--- config.mk ---
export PLATFORM = sky130hd
export DESIGN_NAME = uart_tx_stream
export DESIGN_NICKNAME = d
export VERILOG_FILES = /design/src/rtl/uart_tx_stream.sv
export SDC_FILE = /design/constraint.sdc
export NUM_CORES = 1
export LEC_CHECK = 0
export CAP_MARGIN = 20
export CORE_AREA = 8 8 135 137
export CTS_BUF_LIST = sky130_fd_sc_hd__clkbuf_16
export DETAILED_ROUTE_END_ITERATION = 10
export DIE_AREA = 0 0 143 145
export HOLD_SLACK_MARGIN = 0.1
export PLACE_DENSITY = 0.82
export SKIP_LAST_GASP = 1
export SYNTH_ARGS = -nofsm -noshare
export SYNTH_HDL_FRONTEND = slang
export SYNTH_SLANG_ARGS = --single-unit
--- constraint.sdc ---
create_clock -name clk -period 4.48 [get_ports clk]
set_input_delay 1.344 -clock clk [delete_from_list [all_inputs] [get_ports clk]]
set_output_delay 1.344 -clock clk [all_outputs]
set_load 0.05 [all_outputs]
--- src/rtl/uart_tx_stream.sv ---
// uart_tx_stream
//   FIFO-buffered UART transmitter. Bytes pushed by on-chip producers are
//   queued in a circular buffer and serialised LSB first onto tx_out with
//   no idle gap between consecutive frames.
//
//   Optional feature macro: UART_TX_PARITY_EN
//     defined   -> parity_odd port exists, a parity bit follows the data bits
//     undefined -> frame is start + data + stop only
//
//   Parameters
//     DEPTH      FIFO entries (power of two, 2..256)
//     DATA_BITS  data bits per frame (5..8)
//     STOP_BITS  stop bits per frame (1 or 2)
//
//   Ports
//     clk         system clock
//     reset_n     asynchronous active-low reset
//     baud_div    clock cycles per bit (0 and 1 behave as 2), sampled per frame
//     wr_en       push wr_data this cycle
//     wr_data     byte to queue, bits above DATA_BITS-1 ignored
//     parity_odd  1 = odd parity, 0 = even (UART_TX_PARITY_EN only)
//     full        FIFO holds DEPTH entries
//     empty       FIFO holds no entries
//     level       FIFO occupancy
//     overflow    one-cycle pulse when a write was dropped
//     tx_out      serial line, idle high
//     tx_busy     frame in progress
//     tx_done     one-cycle pulse in the last cycle of the final stop bit
module uart_tx_stream #(
    parameter int DEPTH     = 16,
    parameter int DATA_BITS = 8,
    parameter int STOP_BITS = 1
) (
    input  logic                    clk,
    input  logic                    reset_n,
    input  logic [15:0]             baud_div,
    input  logic                    wr_en,
    input  logic [7:0]              wr_data,
`ifdef UART_TX_PARITY_EN
    input  logic                    parity_odd,
`endif
    output logic                    full,
    output logic                    empty,
    output logic [$clog2(DEPTH):0]  level,
    output logic                    overflow,
    output logic                    tx_out,
    output logic                    tx_busy,
    output logic                    tx_done
);

    localparam int AW = $clog2(DEPTH);
    localparam logic [2:0] LAST_DATA = 3'(DATA_BITS - 1);
    localparam logic [2:0] LAST_STOP = 3'(STOP_BITS - 1);
`ifdef UART_TX_PARITY_EN
    localparam bit PAR_EN = 1'b1;
`else
    localparam bit PAR_EN = 1'b0;
`endif

    typedef enum logic [2:0] {
        S_IDLE,
        S_START,
        S_DATA,
        S_PARITY,
        S_STOP
    } state_t;

    // Divider values below 2 cannot give a meaningful bit period.
    function automatic logic [15:0] sat_div(input logic [15:0] d);
        return (d < 16'd2) ? 16'd2 : d;
    endfunction

    logic [DATA_BITS-1:0] mem [DEPTH];
    logic [AW:0]          wr_ptr;
    logic [AW:0]          rd_ptr;
    logic [DATA_BITS-1:0] head;
    logic                 wr_accept;
    logic                 pop;

    state_t               state;
    state_t               state_nxt;
    logic [15:0]          timer;
    logic [15:0]          div_lat;
    logic [2:0]           bit_cnt;
    logic [DATA_BITS-1:0] shift;
    logic                 bit_end;
    logic                 line_d;
    logic                 busy_d;
    logic                 done_d;
`ifdef UART_TX_PARITY_EN
    logic                 par_acc;
`endif

    logic                 unused_wr_data;
    assign unused_wr_data = ^wr_data;

    // ---------------- FIFO ----------------
    // full is taken from the pointers before this cycle's pop, so a write
    // that arrives while full is dropped even if a pop happens alongside it.
    assign empty     = (wr_ptr == rd_ptr);
    assign full      = (wr_ptr[AW] != rd_ptr[AW]) &&
                       (wr_ptr[AW-1:0] == rd_ptr[AW-1:0]);
    assign level     = wr_ptr - rd_ptr;
    assign wr_accept = wr_en & ~full;
    assign head      = mem[rd_ptr[AW-1:0]];

    always_ff @(posedge clk) begin
        if (wr_accept) begin
            mem[wr_ptr[AW-1:0]] <= wr_data[DATA_BITS-1:0];
        end
    end

    always_ff @(posedge clk or negedge reset_n) begin
        if (!reset_n) begin
            wr_ptr   <= '0;
            rd_ptr   <= '0;
            overflow <= 1'b0;
        end else begin
            if (wr_accept) begin
                wr_ptr <= wr_ptr + 1'b1;
            end
            if (pop) begin
                rd_ptr <= rd_ptr + 1'b1;
            end
            overflow <= wr_en & full;
        end
    end

    // ---------------- FSM: state register ----------------
    always_ff @(posedge clk or negedge reset_n) begin
        if (!reset_n) begin
            state <= S_IDLE;
        end else begin
            state <= state_nxt;
        end
    end

    assign bit_end = (timer == 16'd0);

    // ---------------- FSM: next state ----------------
    always_comb begin
        state_nxt = state;
        pop       = 1'b0;
        case (state)
            S_IDLE: begin
                if (!empty) begin
                    pop       = 1'b1;
                    state_nxt = S_START;
                end
            end
            S_START: begin
                if (bit_end) begin
                    state_nxt = S_DATA;
                end
            end
            S_DATA: begin
                if (bit_end && bit_cnt == LAST_DATA) begin
                    state_nxt = PAR_EN ? S_PARITY : S_STOP;
                end
            end
            S_PARITY: begin
                if (bit_end) begin
                    state_nxt = S_STOP;
                end
            end
            S_STOP: begin
                if (bit_end && bit_cnt == LAST_STOP) begin
                    // Chain straight into the next frame when data is waiting.
                    if (!empty) begin
                        pop       = 1'b1;
                        state_nxt = S_START;
                    end else begin
                        state_nxt = S_IDLE;
                    end
                end
            end
            default: state_nxt = S_IDLE;
        endcase
    end

    // ---------------- FSM: outputs ----------------
    always_comb begin
        line_d = 1'b1;
        busy_d = (state != S_IDLE);
        done_d = 1'b0;
        case (state)
            S_START:  line_d = 1'b0;
            S_DATA:   line_d = shift[0];
`ifdef UART_TX_PARITY_EN
            S_PARITY: line_d = par_acc ^ parity_odd;
`else
            S_PARITY: line_d = 1'b1;
`endif
            S_STOP:   done_d = bit_end && (bit_cnt == LAST_STOP);
            default:  line_d = 1'b1;
        endcase
    end

    // ---------------- bit timer / bit counter ----------------
    always_ff @(posedge clk or negedge reset_n) begin
        if (!reset_n) begin
            timer   <= '0;
            bit_cnt <= '0;
        end else if (pop) begin
            timer   <= sat_div(baud_div) - 16'd1;
            bit_cnt <= '0;
        end else if (state != S_IDLE) begin
            if (bit_end) begin
                timer   <= div_lat - 16'd1;
                bit_cnt <= (state_nxt != state) ? 3'd0 : bit_cnt + 3'd1;
            end else begin
                timer <= timer - 16'd1;
            end
        end
    end

    // ---------------- frame data (no reset needed) ----------------
    always_ff @(posedge clk) begin
        if (pop) begin
            shift   <= head;
            div_lat <= sat_div(baud_div);
`ifdef UART_TX_PARITY_EN
            par_acc <= ^head;
`endif
        end else if (state == S_DATA && bit_end) begin
            shift <= shift >> 1;
        end
    end

    // ---------------- registered line outputs ----------------
    // One cycle behind the FSM so tx_out is glitch-free; tx_busy and tx_done
    // share the same delay so they line up with the bits on the wire.
    always_ff @(posedge clk or negedge reset_n) begin
        if (!reset_n) begin
            tx_out  <= 1'b1;
            tx_busy <= 1'b0;
            tx_done <= 1'b0;
        end else begin
            tx_out  <= line_d;
            tx_busy <= busy_d;
            tx_done <= done_d;
        end
    end

endmodule

Yosys cells after proc, flatten, opt, wreduce, memory -nomap -nowiden --
Memories as Yosys holds them, arrays and structs flattened. Index checks and enable logic that the tools add are counted.
Operators by class: add/subtract/negate cells 7, order comparisons 1, equal/unequal tests 9, multiplexer cells 24, bitwise operators 3, reductions and logical operators 12
Operator list (count):
- 2-to-1 mux 16 bit | 4
- subtractor 16 x 1 -> 16 bit, second input constant | 3
- 2-to-1 mux 3 bit | 9
- logical NOT 16 bit | 1
- less-than comparator 16 x 2 -> 1 bit, second input constant | 1
- 2-to-1 mux 8 bit | 2
- one-hot mux 3 bit (5 select lines) | 1
- adder 5 x 1 -> 5 bit, second input constant | 2
- equality test 3 x 2 -> 1 bit, second input constant | 2
- equality test 3 bit, second input constant | 2
- logical NOT 3 bit | 2
- 2-to-1 mux 1 bit | 6
- nonzero test 2 bit | 3
- equality test 5 bit | 1
- subtractor 5 bit | 1
- equality test 4 bit | 1
- logical AND 1 bit | 4
- one-hot mux 1 bit (2 select lines) | 2
- adder 3 x 1 -> 3 bit, second input constant | 1
- equality test 3 x 1 -> 1 bit, second input constant | 1
- inequality test 3 bit | 1
- nonzero test 3 bit | 1
- AND 1 bit | 2
- AND reduction 2 bit | 1
- 2 further kinds | 2
Storage, ports and cells: register bits 60, memory bits (writable) 128, output and inout port bits 11, word-level logic and storage cells 68, memories kept 1
Memories:
- mem | depth 16, bits a word 8, read ports 1, clocked after memory_dff 0, wr ports 1, line 73 | logic [DATA_BITS-1:0] mem [DEPTH];

Longest topological paths before layout --
depth in word-level cells 9, mapped depth 20

Worst setup path after synthesis --
No wires, ideal clock.
path kind reg2reg, from reg rd_ptr[1], to reg timer[14], setup time 0.132 ns, arrival 4.179 ns, setup slack 0.169 ns, stages on the path, launching flop included 20, buffers on the path 5, period minus slack after synthesis 4.311 ns, path through dfrtp_1 clkbuf_1 clkbuf_1 inv_1 ha_1 nand4_1 o211a_1 a21oi_2 inv_6 buf_6 buf_2 buf_2 a21oi_1 ha_1 inv_1 a311oi_1 nand3b_1 a221oi_1 xor2_1 o21ai_1
Between the ends: word-level cells in the longest chain between the ends 5
RTL lines:
- start: declaration | line 75 | logic [AW:0] rd_ptr;
- start signal: assignment | line 123 | rd_ptr <= rd_ptr + 1'b1;
- equality test 5 bit (*) | line 100 | assign empty = (wr_ptr == rd_ptr);
- 2-to-1 mux 1 bit (*) | line 146, 169
- 2-to-1 mux 1 bit | line 167 | if (bit_end && bit_cnt == LAST_STOP) begin
- one-hot mux 1 bit (2 select lines) (*) | line 144 | case (state)
- 2-to-1 mux 16 bit or nonzero test 2 bit (tied branches)
- end signal: assignment | line 205 | timer <= sat_div(baud_div) - 16'd1;
- end signal: assignment | line 209 | timer <= div_lat - 16'd1;
- end signal: assignment | line 212 | timer <= timer - 16'd1;
- end: declaration | line 82 | logic [15:0] timer;
Mark *: on every way between the ends. The rest lies on a longest branch, timed or not. A chain may end at the register's enable or synchronous reset.

Final worst setup path --
from in baud_div[9], to reg timer[14]
Between the ends: word-level cells in the longest chain between the ends 4
RTL lines:
- start: declaration | line 36 | input logic [15:0] baud_div,
- less-than comparator 16 x 2 -> 1 bit | line 70 | return (d < 16'd2) ? 16'd2 : d;
- 2-to-1 mux 16 bit (*)
- subtractor 16 x 1 -> 16 bit (*) | line 205
- 2-to-1 mux 16 bit (*) | line 204 | end else if (pop) begin
Marks and branches as above.

==> metrics.md <==
| Metric | Value |
|---|---|
| Cell taking the most area after synthesis | `edfxtp_1` |
| Post-Route M1 WL | `7600 um` |
| Worst Hold Path EP | `rd_ptr[3]` |
| Slew HR | `~34%` |
| Worst reg-to-reg setup slack | `660 ps` |
| IO Pins | `38` |
| Peak Freq | `roughly 230 MHz` |
| Vias in the first global route | `5381` |
| Met2 routed WL | `approximately 9600 um` |
| Fin util | `between 60% and 70%` |
| Simple-gate share of the synthesized area | `10.5%` |
| Pre-antenna DRT Iters | `5` |
| Main combinational cell family by area after synthesis | `multiplexers` |
| # resized after CTS | `0` |
| P per Cell Area | `615 nW/um^2` |
| CP endpoint kind | `register` |
| Xor/xnor share of the synthesized area | `2.13%` |
| Tcrit/Tclk final | `95.3%` |
| Antenna violations before repair | `0` |
| Syn Area/Cell | `14.4 sq um` |
| Most common cell in the netlist | `edfxtp_1` |
| Post-Route WL | `around 19000 um` |
| Die ar. | `20700 sq um` |
| Port Buffers | `37` |
| Total design power | `0.00611 W` |
| CP bufs+invs | `3` |
| Worst vdd ir | `0.610 mV` |
| Post-synth top flop | `edfxtp_1` |
| TritonCTS clock tree | `built` |
| Slowest CP cell | `clkdlybuf4s50_1` |
| Worst setup SP type | `input pin` |
| Final setup viols | `0` |
| FF-to-FF Start | `timer[3]` |
| Initial DRC Count | `660` |
| Post-DP HPWL | `12800 um` |
| Global-route wire length before repair | `29900 um` |
| Setup TNS | `0 ps` |
| Final Skew | `approximately 12 ps` |
| EDFF count, synth | `152` |
| Fraction of layout cells with a size suffix above 1 | `20.0%` |
| Syn nets | `641` |
| Asr flop ratio synth | `between 10% and 20%` |
| Placement Setup Slack | `-115 ps` |
| Post-synthesis mux area share | `between 10% and 20%` |
| RePlAce Congestion | `approximately 0.89` |
| ANT nets after route | `0` |
| H-tree Lvls | `4` |
| Routed WL per cell | `21.6 um` |
| Sink Count | `188` |
| Fillers | `between 1000 and 1500` |
| Worst Path Max Fanout | `5` |
| Minimum clock period after layout | `4270 ps` |
| Cell family with most CP delay | `compound AO/OA/AOI/OAI gates` |
| Starting density of the core | `53.5%` |
| RR Endpoint | `timer[14]` |
| Leakage | `3.56 nW` |
| Std cell rows | `between 40 and 50` |
| Final #Nets | `684` |
| Worst-path clk slew | `70 ps` |
| N_diodes | `0` |
| Final Max Tran Viols | `0` |
| Hold-fix buffer count after cts | `0` |
| WHS Path Cells | `1` |
| Distinct cells, synth | `70` |
| Total CTS buffers | `17` |
| Hold Vio Cnt, Final | `0` |
| Residual DRC count | `0` |
| Syn Inst Count | `600` |
| Share of the yosys chip area belonging to registers | `63.2%` |
| Top routing layer used | `met4` |
| Met3 WL | `roughly 1400 um` |
| Unrepaired setup endpoints after global routing | `false` |
| Clock tree root driver cell | `clkbuf_16` |
| Worst Tran Pin Value | `985 ps` |
| MaxCap Viol Count | `0` |
| Setup Fix Bufs, Post-CTS | `0` |
| Complex-gate fraction of the synthesized area | `6.81%` |
| CP arrival | `about 4600 ps` |
| Total track usage | `19.0%` |
| GR Overflow Total | `0` |
| Largest net degree at the start of global routing | `43` |
| Synth Area in Adders | `2.11%` |
| Yosys warning total | `0` |
| Status | `completed` |
| Max Root-Sink Buffers | `2` |
| HP Class | `register to register` |
| P&R area growth vs syn | `14.9%` |
| R2R depth | `13` |
| Mapped Area | `8650 sq um` |
| Die height | `145 um` |
| Via count | `5337` |
| Critical path cell sequence | `clkdlybuf4s50_1 > nor4_1 > buf_4 > nand4_1 > o31a_1 > a21oi_1 > ha_1 > inv_1 > a311oi_1 > nand3b_1 > a221oi_1 > xor2_1 > o21ai_1` |
| CORE AREA | `16200 sq um` |
| Clock Latency Late Sink | `440 ps` |
| Via/cell ratio | `6.09` |
| WS Path Type | `input pin to register` |
| Top post-synthesis cells by area | `edfxtp_1 (53%), mux4_2 (10%), dfrtp_1 (10%), nand2_1 (2.3%), ha_1 (1.9%)` |
| Critical Path RT | `about 4800 ps` |
| Die X | `143 um` |
| Final worst slack | `213 ps` |
| Yosys top cell area share | `52.8%` |
| Hold_sp | `rd_ptr[3]` |
| Top post-synthesis cells by count | `edfxtp_1 (152), nand2_1 (53), nor2_1 (43)` |
| Yosys reg bits | `188` |
| Worst path max stage delay | `480 ps` |
==> layer usage <==
layer | vias to the layer above | GRT usage (%)
met5 | - | 0
li1 | 2379 | -
met4 | 0 | 6.06
met1 | 2676 | 24.9
met2 | 252 | 30.6
met3 | 30 | 4.43
==> kinds of logic after synthesis <==
kind of cell,after synthesis
compound gates,86
xor+xnor,21
fa+ha+maj,14
buf+inv,60
flops,188
mux,55
simple gates,176
==> cell usage in the layout (no fill, tap or decap), types with 3 or more instances in the layout <==
master	n
a211oi_1	4
a21o_1	7
a21oi_1	23
a22o_1	3
a31oi_1	7
and2_1	4
and3_1	5
buf_4	33
clkbuf_16	17
clkdlybuf4s50_1	32
dfrtp_1	34
edfxtp_1	152
ha_1	13
inv_1	15
inv_6	3
inv_8	6
mux2_2	4
mux2i_1	11
mux4_2	40
nand2_1	53
nand2b_1	8
nand3_1	3
nand4_1	7
nor2_1	43
nor2b_1	4
nor3_1	19
nor4_1	7
o21ai_0	13
or3_1	7
xnor2_1	14
xor2_1	7
==> metrics by stage <==
stage,area [sq um],hold WS (ps),std cells
CTS,9930,525,875
floorplan,8650,466,600
finish,9940,523,876
global route,9940,555,876
global placement,9310,496,843
detailed placement,9310,506,843
==> state kept, by name, summed over array words and instances (netlist names) <==
signal	count
bit_cnt	3
div_lat	16
mem	128
overflow	1
rd_ptr	5
shift	8
state	3
timer	16
tx_busy	1
tx_done	1
tx_out	1
wr_ptr	5
==> worst max path at each step <==
stage,cells past startpoint,end,slack [ps],start
after floorplan,19,timer[14],170,rd_ptr[1]
after global placement,13,timer[14],30,baud_div[10]
after detailed placement,13,timer[14],-120,baud_div[9]
after CTS,13,timer[14],280,baud_div[9]
after global routing,13,timer[14],20,baud_div[10]
final,13,timer[14],210,baud_div[9]
==> power breakdown <==
part | leakage (nW) | total, W | internal [W] | switching [W]
combinational | 1.44 | 0.00218 | 0.000930 | 0.00125
clock | 0.303 | 0.00157 | 0.000856 | 0.000712
sequential | 1.81 | 0.00236 | 0.00216 | 0.000196
==> area by class of cell <==
class	instances	area, sq um	share of cell area (%)
clock buffers	17	425	4.28
clock inverters	15	198	1.99
inverters	17	68.8	0.693
multi-input cells	352	2920	29.4
flip-flops and latches	188	5470	55.0
well taps	220	275	2.77
repair buffers	67	578	5.82
Note: power is estimated with default switching activity, not from simulation.
==> edit: new RTL, config.mk and constraints unchanged <==
Register the output `level`, with the module's reset; this adds one clock of latency there. The other outputs are not delayed to match.
--- a/src/rtl/uart_tx_stream.sv
+++ b/src/rtl/uart_tx_stream.sv
@@ -100,7 +100,13 @@
     assign empty     = (wr_ptr == rd_ptr);
     assign full      = (wr_ptr[AW] != rd_ptr[AW]) &&
                        (wr_ptr[AW-1:0] == rd_ptr[AW-1:0]);
-    assign level     = wr_ptr - rd_ptr;
+    always_ff @(posedge clk or negedge reset_n) begin
+        if (!reset_n) begin
+            level <= '0;
+        end else begin
+            level <= wr_ptr - rd_ptr;
+        end
+    end
     assign wr_accept = wr_en & ~full;
     assign head      = mem[rd_ptr[AW-1:0]];
 
Function: changed (Yosys sat finds a counterexample within 4 cycles, from zero or initial values and one cycle with reset_n low).
==> edit against the original RTL <==
- area after synthesis down 2.1%
- sequential cell count up 5
- wire length down 9.3%
- die area unchanged
- setup slack better by 180 ps
- design area down 2.6%
- power down 6.0%
- sequential share of layout area up 2.8 points
- non-clock buffer count down 10
- critical endpoint is now timer[4]$_DFFE_PN0P_
==> edit: results (changes against the original RTL) <==
- Outcome: finished clean (unchanged)
- Syn_nets: 601 (was 641)
- Initial antenna violation count: 0 (unchanged)
- CP top delay family: simple AND/OR/NAND/NOR gates (was compound AO/OA/AOI/OAI gates)
- 1st-iter DRT viols: 517 (was 660)
- YS warnings: 0 (unchanged)
- Ranking of synthesized cells by area: edfxtp_1, dfrtp_1, mux4_2 (was edfxtp_1, mux4_2, dfrtp_1)
- Asr flop ratio synth: 21.24% (was 19.15%)
- Storage cell area: 5593 um2 (was 5468 um2)
- Final RePlAce weighted congestion: 0.8934 (unchanged)
- Nets: 639 (was 684)
- Slowest CP cell: or4_1 (was clkdlybuf4s50_1)
- Vias per cell: 5.942 (was 6.092)
- First-pass GRT wire length: 27.47 mm (was 29.93 mm)
- CTS Root Cell: clkbuf_16 (unchanged)
- Diode count: 0 (unchanged)
- Setup bufs post-CTS: 0 (unchanged)
- HPWL Detailed: 11.48 mm (was 12.77 mm)
- Arr. time, crit path: 4420 ps (was 4580 ps)
- Min-delay src: rd_ptr[4]$_DFFE_PN0N_ (was rd_ptr[3]$_DFFE_PN0N_)
- Post-CTS Hold Buffers: 0 (unchanged)
- Max reg flops: 128 (unchanged)
- GRT Resource Usage Total: 17.21% (was 18.98%)
- Fin Hold WS: 498.0 ps (was 522.6 ps)
- Dpl cell area: 9104 um2 (was 9309 um2)
- Hold Crit Class: register to register (unchanged)
- CP max FO: 5 (unchanged)
- RR Startpoint: wr_ptr[2]$_DFFE_PN0P_ (was timer[3]$_DFFE_PN0P_)
- Slowest stage delay, CP: 610 ps (was 480 ps)
- Post-DR wirelength/cell: 20.63 um (was 21.58 um)
- CTS Buf Count: 17 (unchanged)
- CTS max path bufs: 2 (unchanged)
- Post-CTS sizing: 0 (unchanged)
- Fillers: 1,168 (was 1,153)
- Crit path from: baud_div[6] (was baud_div[9])
- Commonest cells in the netlist: edfxtp_1, nand2_1, dfrtp_1, mux4_2, nor2_1 (was edfxtp_1, nand2_1, nor2_1)
- Least-Margin Pin Slew: 937.5 ps (was 985.4 ps)
- Reg2reg setup slack: 770 ps (was 660 ps)
- Maximum number of pins on one net before global-route repair: 42 (was 43)
- Leak: 3.393 nW (was 3.562 nW)
- # port buffers: 37 (unchanged)
- EDFF count, synth: 152 (unchanged)
- Power, Total: 5.741 mW (was 6.107 mW)
- Synth unique cells: 56 (was 70)
- 1st-pass router iterations: 5 (unchanged)
- Clock Skews: 12.05 ps (was 12.50 ps)
- Post-route ant nets: 0 (unchanged)
- Clock Latency Late Sink: 440 ps (about the same)
- Peak supply drop: 299.6 uV (was 610.0 uV)
- CTS H-tree depth: 4 (unchanged)
- Number of global-route vias before repair: 5,032 (was 5,381)
- Clock slew at reported path FFs: 70 ps (about the same)
- Sequential-to-total area share from yosys stat: 66.05% (was 63.19%)
- Layout cells sized above 1: 18.33% (was 19.97%)
==> edit: path summary, 6_finish.rpt <==
check | to | depth (start not counted)
setup / recovery | timer[4]$_DFFE_PN0P_ | 14
hold / removal | rd_ptr[4]$_DFFE_PN0N_ | 1
setup reg to reg | timer[4]$_DFFE_PN0P_ | 14
hold reg to reg | rd_ptr[4]$_DFFE_PN0N_ | 1
max in group asynchronous | rd_ptr[0]$_DFFE_PN0N_ | 1
min in group asynchronous | wr_ptr[2]$_DFFE_PN0P_ | 1
==> edit: layout make-up <==
class | instances | share of cell area, %
clock buffer | 17 | 4.396
tap | 220 | 2.844
multi-input combinational | 313 | 27.56
timing repair buffer | 57 | 5.249
clock inverter | 15 | 1.487
inverter | 16 | 0.6723
sequential | 193 | 57.79
==> edit: through the flow <==
step / std cells / setup WS (ps)
after floorplan: 560 / 532.0
after global placement: 798 / 161.7
after detailed placement: 798 / -11.20
after CTS: 830 / 432.3
after global routing: 831 / 229.2
final: 831 / 394.3
==> edit: metal layers <==
| layer | part of all wire (%) | track usage (%) | vias to the layer above |
|---|---|---|---|
| met5 | 0 | 0 | - |
| met4 | 1.7 | 6.114 | 0 |
| li1 | - | - | 2204 |
| met3 | 7.1 | 4.101 | 22 |
| met1 | 41 | 22.50 | 2474 |
| met2 | 50 | 27.47 | 238 |
==> edit: cell families after synthesis <==
logic type	after synthesis	synth area share, %
AOI/OAI and AO/OA	75	5.631
buffers and inverters	54	2.572
xor gates and xnor gates	20	2.069
DFF	193	66.05
and+or+nand+nor	147	8.557
muxes	57	12.96
adders and majority gates	14	2.158
==> edit: where the power goes <==
| group | leakage [nW] | switching, mW | internal (mW) |
|---|---|---|---|
| combinational | 1.24 | 0.997 | 0.825 |
| sequential | 1.87 | 0.215 | 2.23 |
| clock | 0.280 | 0.730 | 0.740 |
| total | 3.39 | 1.94 | 3.80 |
